===== src/rtl/mem_arbiter.sv =====
// mem_arbiter: shares the data BRAM between fetch and exec with a combinational grant that alternates on conflict.
// Read data returns RD_LAT cycles after ack; a requester without ack simply holds its request.
module mem_arbiter #(
   parameter int ADDR_W = 19,
   parameter int DATA_W = 32,
   parameter int RD_LAT = 2
) (
   input  logic              clk,
   input  logic              rst,
   input  logic              ex_req,
   input  logic [3:0]        ex_wea,
   input  logic [ADDR_W-1:0] ex_addr,
   input  logic [DATA_W-1:0] ex_wdata,
   output logic              ex_ack,
   output logic              ex_rvalid,
   output logic [DATA_W-1:0] ex_rdata,
   input  logic              if_req,
   input  logic [ADDR_W-1:0] if_addr,
   output logic              if_ack,
   output logic              if_rvalid,
   output logic [DATA_W-1:0] if_rdata,
   output logic              mem_enable,
   output logic [ADDR_W-1:0] mem_addr,
   output logic [DATA_W-1:0] mem_wdata,
   output logic [3:0]        mem_wea,
   input  logic [DATA_W-1:0] mem_rdata
);

   typedef enum logic {FETCH = 1'b0, EXEC = 1'b1} grant_t;

   grant_t            r_last_grant;
   logic [RD_LAT-1:0] r_vld;
   logic [RD_LAT-1:0] r_own;   // 1 = exec owns the slot

   logic w_grant_ex;
   logic w_grant_if;
   logic w_rd_push;

   // Exec wins a conflict only if fetch was granted most recently.
   assign w_grant_ex = !rst && ex_req && (!if_req || (r_last_grant == FETCH));
   assign w_grant_if = !rst && if_req && !w_grant_ex;
   assign w_rd_push  = w_grant_if || (w_grant_ex && (ex_wea == 4'b0000));

   always_ff @(posedge clk or posedge rst) begin
      if (rst) begin
         r_last_grant <= FETCH;
         r_vld        <= '0;
         r_own        <= '0;
      end else begin
         if (w_grant_ex)
            r_last_grant <= EXEC;
         else if (w_grant_if)
            r_last_grant <= FETCH;
         r_vld[0] <= w_rd_push;
         r_own[0] <= w_grant_ex;
         for (int i = 1; i < RD_LAT; i++) begin
            r_vld[i] <= r_vld[i-1];
            r_own[i] <= r_own[i-1];
         end
      end
   end

   assign ex_ack     = w_grant_ex;
   assign if_ack     = w_grant_if;
   assign mem_enable = w_grant_ex || w_grant_if;
   assign mem_addr   = w_grant_ex ? ex_addr : (w_grant_if ? if_addr : '0);
   assign mem_wdata  = w_grant_ex ? ex_wdata : '0;
   assign mem_wea    = w_grant_ex ? ex_wea : 4'b0000;

   // Head of the tracking pipe lines up with the BRAM output word.
   assign ex_rvalid  = r_vld[RD_LAT-1] && r_own[RD_LAT-1];
   assign if_rvalid  = r_vld[RD_LAT-1] && !r_own[RD_LAT-1];
   assign ex_rdata   = mem_rdata;
   assign if_rdata   = mem_rdata;

endmodule


===== config.mk =====
export PLATFORM = sky130hd
export DESIGN_NAME = mem_arbiter
export DESIGN_NICKNAME = d
export VERILOG_FILES = /design/src/rtl/mem_arbiter.sv
export SDC_FILE = /design/constraint.sdc
export NUM_CORES = 1
export LEC_CHECK = 0
export CORE_AREA = 2 2 90 92
export DETAILED_ROUTE_END_ITERATION = 8
export DIE_AREA = 0 0 92 94
export GPL_ROUTABILITY_DRIVEN = 0
export GPL_TIMING_DRIVEN = 1
export HOLD_SLACK_MARGIN = 0.02
export PLACE_DENSITY = 0.64
export SLEW_MARGIN = 15
export SYNTH_ARGS = -nofsm -noshare
export SYNTH_HDL_FRONTEND = slang
export SYNTH_SLANG_ARGS = --single-unit

===== constraint.sdc =====
create_clock -name clk -period 1.9 [get_ports clk]
set_clock_uncertainty 0.05 [all_clocks]
set_input_delay 0.38 -clock clk [delete_from_list [all_inputs] [get_ports clk]]
set_output_delay 0.38 -clock clk [all_outputs]
set_load 0.01 [all_outputs]

# Word level (Yosys, flattened, before mapping)
# Index checks and enable logic that the tools add are counted.
dict set report op_classes {
  n_reduce_logical 16
  n_bitwise 1
  muxes 6
}
# operator count
set op_table {}
lappend op_table {{$mux 19} 2}
lappend op_table {{$mux 32} 1}
lappend op_table {{$logic_and 1x1->1} 7}
lappend op_table {{$logic_not 1->1} 4}
lappend op_table {{$logic_not 4->1} 1}
lappend op_table {{$mux 4} 1}
lappend op_table {{$logic_or 1x1->1} 3}
lappend op_table {{$mux 1} 2}
lappend op_table {{$reduce_bool 2->1} 1}
lappend op_table {{$not 1->1} 1}
dict set report totals {
  input_bits 110
  reg_bits 5
  wordCells 26
  output_inout_bits 124
}

# Logic depth before layout (Yosys ltp)
dict set report logic_depth {
  depth_word 7
  depth_mapped 5
  mapped_depth_nobuf 3
}

# Worst setup path before layout
# No wires, ideal clock.
dict set report synth_path {
  kind {input-to-output}
  from {input ex_req}
  to {output mem_wdata[10]}
  arrival_ns 1.127
  required_time_ns 1.470
  stages 5
  slack_ns 0.343
  path_buffers 2
  path_cell_list {inv_1 -> a211oi_4 -> buf_6 -> buf_4 -> and2_1}
}
dict set report synth_between {
  elab_chain_len 3
}
# element line_no
set synth_rtl {}
lappend synth_rtl {{start, declared} 10} ;# input logic ex_req,
lappend synth_rtl {{$logic_and 1x1->1 (2 in a row)} 40} ;# assign w_grant_ex = !rst && ex_req && (!if_req || (r_last_grant == FETCH));
lappend synth_rtl {{$mux 32} 67} ;# assign mem_wdata = w_grant_ex ? ex_wdata : '0;
lappend synth_rtl {{end, declared} 24} ;# output logic [DATA_W-1:0] mem_wdata,
# Every way passes these cells.

# Worst setup path in the final report
dict set report layout_path {
  from {input rst}
  to {output mem_addr[14]}
}
dict set report layout_between {
  elab_chain_len 7
  elab_cells_between_ends 8
  classes_between {mux (2); reduce/logical (6)}
}
# element line_no
set layout_rtl {}
lappend layout_rtl {{start, declared} 9} ;# input logic rst,
lappend layout_rtl {{$logic_not 1->1 (no line) *} n/a}
lappend layout_rtl {{$logic_and 1x1->1 (2 in a row)} 40}
lappend layout_rtl {{$logic_not 1->1} 41} ;# assign w_grant_if = !rst && if_req && !w_grant_ex;
lappend layout_rtl {{$logic_and 1x1->1} 41}
lappend layout_rtl {{$mux 19} 66} ;# assign mem_addr = w_grant_ex ? ex_addr : (w_grant_if ? if_addr : '0);
lappend layout_rtl {{$mux 19 *} 66}
lappend layout_rtl {{end, declared} 23} ;# output logic [ADDR_W-1:0] mem_addr,
# Every way passes the cells marked *; elsewhere a longest branch is shown, timed or not.

==> impl_summary.log <==
[metrics] post-synth top area cell: sky130_fd_sc_hd__buf_4
[metrics] number of sinks driven by the clock tree: 5
[metrics] area of placed instances: 2200 um2
[metrics] nets: 343
[metrics] GR Layer Usage met3: 0.0289
[metrics] clock edge transition at the registers on the reported setup and hold paths: 30 ps
[metrics] IR drop worst, VDD: 0.204 mV
[metrics] standard-cell rows: 32
[metrics] per-instance average area after synthesis: 7.85 um2
[metrics] Reg2Reg Depth: 7
[metrics] FMAX: 515 MHz
[metrics] mux share of post-synthesis cell area: 0
[metrics] final count of pins violating max slew: 0
[metrics] final design utilization: 0.284
[metrics] setup repair after global routing missed its margin: true
[metrics] register area share after synthesis: 0.111
[metrics] 1st-pass router iterations: 4
[metrics] cell internal pwr: 0.555 mW
[metrics] final critical path time including I/O delays and setup: 1940 ps
[metrics] synthesis-to-finish area growth: 91.4%
[metrics] switching part of the total: 0.266
[metrics] global-route total usage across every layer: 0.0863
[metrics] worst-case headroom to the max-slew limit: 0.844
[metrics] Design Area, Final: 2160 um2
[metrics] sequential share of power: 0.158
[metrics] CP Class: in -> out
[metrics] status: finished, violations left
[metrics] die height: 94 um
[metrics] total setup violations reported at the end of the flow: 16
[metrics] via count of the first global-routing pass: 1,166
[metrics] core box area: 7610 um2
[metrics] aggregate negative setup slack: -336 ps
[metrics] grt peak-use layer: met2
[metrics] number of top-level design ports: 234
[metrics] data arrival at the endpoint of the critical path: 1510 ps
[metrics] Final Power: 0.757 mW
[metrics] cell leakage power: 1.06 nW
[metrics] maximum net fanout on the critical path: 7
[metrics] synthesized-area fraction occupied by xor and xnor cells: 0
[metrics] H-tree level count: 1
[metrics] max-capacitance violation count: 0
[metrics] Reg2Reg Capture Point: r_last_grant
[metrics] share of the synthesized area in the top cell type: 0.439
[metrics] Period Utilization, post-route: 1.02
[metrics] detailed-route vias per instance: 3.66
[metrics] dominant combinational cell family by area after synthesis: buffers and inverters
[metrics] area of combinational cells with multiple inputs: 484 um2
[metrics] endpoints failing hold: 0
[metrics] clock tree from TritonCTS: yes
[metrics] pwr dens: 350 nW/um2
[metrics] global-route met1 utilization: 0.0805
[metrics] switching component of the power: 0.202 mW
[metrics] deepest clock path buffer count: 2
[metrics] critical path capture point: mem_addr[14]
[metrics] worst hold path type: in -> async
[metrics] Yosys Warn Count: 0
[metrics] global-route met2 utilization: 0.173
[metrics] share of final-layout standard cells stronger than drive strength 1: 0.379
[metrics] first-pass GRT wire length: 5880 um
[metrics] antenna violations before repair: 0
[metrics] routed wire length per instance: 12.6 um
[metrics] ranking of synthesized cells by area: sky130_fd_sc_hd__buf_4 44%, sky130_fd_sc_hd__and2_1 20%, sky130_fd_sc_hd__a22o_1 15%
[metrics] hold-fix buffers at CTS: 0
[metrics] Worst Path Required: 1470 ps
[metrics] part of the total power dissipated in the clock network: 0.250
[metrics] adder-cell share of the synthesized area: 0
[metrics] violations in the final reports: negative setup slack
[metrics] largest net degree at the start of global routing: 17
[metrics] Post-Synthesis Net Count: 254
[metrics] drt first-iter violations: 29
[metrics] simple-gate share of the synthesized area: 0.228
[metrics] filler instances: 815
[metrics] DRC errors left: 0
[metrics] minimum setup slack among reg-to-reg paths: 470 ps
[metrics] post-synthesis cell count: 144
[metrics] combinational share of power: 0.592
[metrics] placed wire-length estimate after detailed placement: 3060 um
[metrics] Least-Margin Pin Slew: 232 ps
[metrics] Antenna Diode Count: 0
[metrics] crit path capture type: output port
[metrics] Buffers on Ports: 137
[metrics] via total after detailed routing: 1,224
[metrics] timing startpoint of the critical path: rst
[metrics] cts bufs inserted: 3
[metrics] count of unique library cells instantiated by Yosys: 16
[metrics] register cell area after layout: 125 um2
[metrics] worst setup slack after layout: -43.5 ps
[metrics] source-to-sink clock delay at the later pin of the worst-skew pair: 210 ps
[metrics] flop and latch count out of synthesis: 5
[metrics] Die Area: 8650 um2
[metrics] Die W: 92 um
[metrics] total standard cell area after synthesis: 1130 um2
[metrics] master cell of the clock root buffer: sky130_fd_sc_hd__clkbuf_8
[metrics] share of the synthesized area in compound gates (AO/OA/AOI/OAI): 0.185
[metrics] Starting Density: 0.149
[metrics] grt ovf: 0
[metrics] aggregate routed wire length: 4190 um
[metrics] type of origin of the critical path: input pin
[metrics] worst flop-to-flop path startpoint: r_last_grant
[metrics] number of nets still failing antenna checks after routing: 0
## what timing repair did
item	CTS	global route
gates resized for setup	247	6
setup endpoints to repair	58	56
setup buffers	5	3
pin swaps	6	7
cloned	4	1
## cell usage in the layout (no fill, tap or decap)
master / count
sky130_fd_sc_hd__nor4_1: 1
sky130_fd_sc_hd__o211a_4: 1
sky130_fd_sc_hd__and2_1: 33
sky130_fd_sc_hd__clkdlybuf4s15_2: 1
sky130_fd_sc_hd__dfrtp_1: 5
sky130_fd_sc_hd__inv_2: 1
sky130_fd_sc_hd__buf_6: 6
sky130_fd_sc_hd__clkdlybuf4s15_1: 1
sky130_fd_sc_hd__inv_1: 1
sky130_fd_sc_hd__nor2b_1: 1
sky130_fd_sc_hd__buf_12: 3
sky130_fd_sc_hd__a22o_1: 19
sky130_fd_sc_hd__clkbuf_1: 1
sky130_fd_sc_hd__nor2_1: 2
sky130_fd_sc_hd__a21o_1: 1
sky130_fd_sc_hd__nand2b_1: 1
sky130_fd_sc_hd__clkbuf_2: 1
sky130_fd_sc_hd__a211oi_4: 1
sky130_fd_sc_hd__clkdlybuf4s50_1: 77
sky130_fd_sc_hd__buf_4: 10
sky130_fd_sc_hd__buf_2: 53
sky130_fd_sc_hd__and2_4: 4
sky130_fd_sc_hd__clkbuf_16: 1
sky130_fd_sc_hd__buf_16: 3
sky130_fd_sc_hd__clkbuf_8: 3
sky130_fd_sc_hd__o21ai_0: 1
## kinds of logic (layout without fill, tap and decap cells)
logic type	count (synthesis)	after routing
AOI/OAI and AO/OA	23	23
buffers and inverters	74	162
DFF	5	5
and+or+nand+nor	42	42
## layout make-up
cell class,count,share of cell area
Inverter,2,0.00347
Clock buffer,4,0.0208
Tap cell,102,0.0590
Multi-Input combinational cell,65,0.224
Sequential cell,5,0.0579
Timing Repair Buffer,156,0.635
## power by group through the flow
stage | sequential [mW] | clock (mW) | combinational, mW
final | 0.120 | 0.189 | 0.448
after global routing | 0.120 | 0.203 | 0.484
after CTS | 0.120 | 0.194 | 0.459
after detailed placement | 0.121 | 0 | 0.456
after global placement | 0.121 | 0 | 0.453
after floorplan | 0.121 | 0 | 0.270
## worst max-delay path, cell delays in order
cell                              delay (ps)
sky130_fd_sc_hd__clkdlybuf4s15_2         220
sky130_fd_sc_hd__a211oi_4                240
sky130_fd_sc_hd__buf_6                   170
sky130_fd_sc_hd__buf_12                  120
sky130_fd_sc_hd__buf_16                  110
sky130_fd_sc_hd__a22o_1                  130
sky130_fd_sc_hd__buf_2                   120
## through the flow
| stage | setup WS (ps) | instances | hold slack (ps) |
|---|---|---|---|
| floorplan | 343 | 144 | 117 |
| global placement | -707 | 320 | 285 |
| detailed placement | -752 | 320 | 287 |
| CTS | -69.2 | 333 | 262 |
| global route | -91.4 | 334 | 281 |
| finish | -43.5 | 334 | 259 |
## synth_stat cells
| cell | number |
|---|---|
| sky130_fd_sc_hd__buf_4 | 66 |
| sky130_fd_sc_hd__and2_1 | 37 |
| sky130_fd_sc_hd__a22o_1 | 19 |
| sky130_fd_sc_hd__dfrtp_1 | 5 |
| sky130_fd_sc_hd__buf_2 | 4 |
| sky130_fd_sc_hd__inv_1 | 2 |
| sky130_fd_sc_hd__nor2_1 | 2 |
| sky130_fd_sc_hd__a211oi_4 | 1 |
| sky130_fd_sc_hd__a21o_1 | 1 |
| sky130_fd_sc_hd__buf_6 | 1 |
| sky130_fd_sc_hd__clkbuf_1 | 1 |
| sky130_fd_sc_hd__nand2b_1 | 1 |
| sky130_fd_sc_hd__nor2b_1 | 1 |
| sky130_fd_sc_hd__nor4_1 | 1 |
| sky130_fd_sc_hd__o211a_1 | 1 |
| sky130_fd_sc_hd__o21ai_0 | 1 |
## state kept, by name (all words and copies together) (netlist names)
signal        cells
r_own             2
r_vld             2
r_last_grant      1
## routing by layer
| layer | wire length [um] | vias up |
|---|---|---|
| met2 | 2230 | 102 |
| met3 | 531 | 15 |
| met5 | 0 | - |
| met1 | 1360 | 522 |
| li1 | - | 585 |
| met4 | 67 | 0 |
## worst min-delay path by stage
stage / start / end / slack, ps / cells after the start
floorplan: rst / r_last_grant / 120 / 1
global placement: r_vld[0] / r_vld[1] / 290 / 0
detailed placement: r_own[0] / r_own[1] / 290 / 0
CTS: rst / r_last_grant / 260 / 3
global route: rst / r_own[1] / 280 / 3
finish: rst / r_own[1] / 260 / 3
Note: power is estimated with default switching activity, not from simulation.
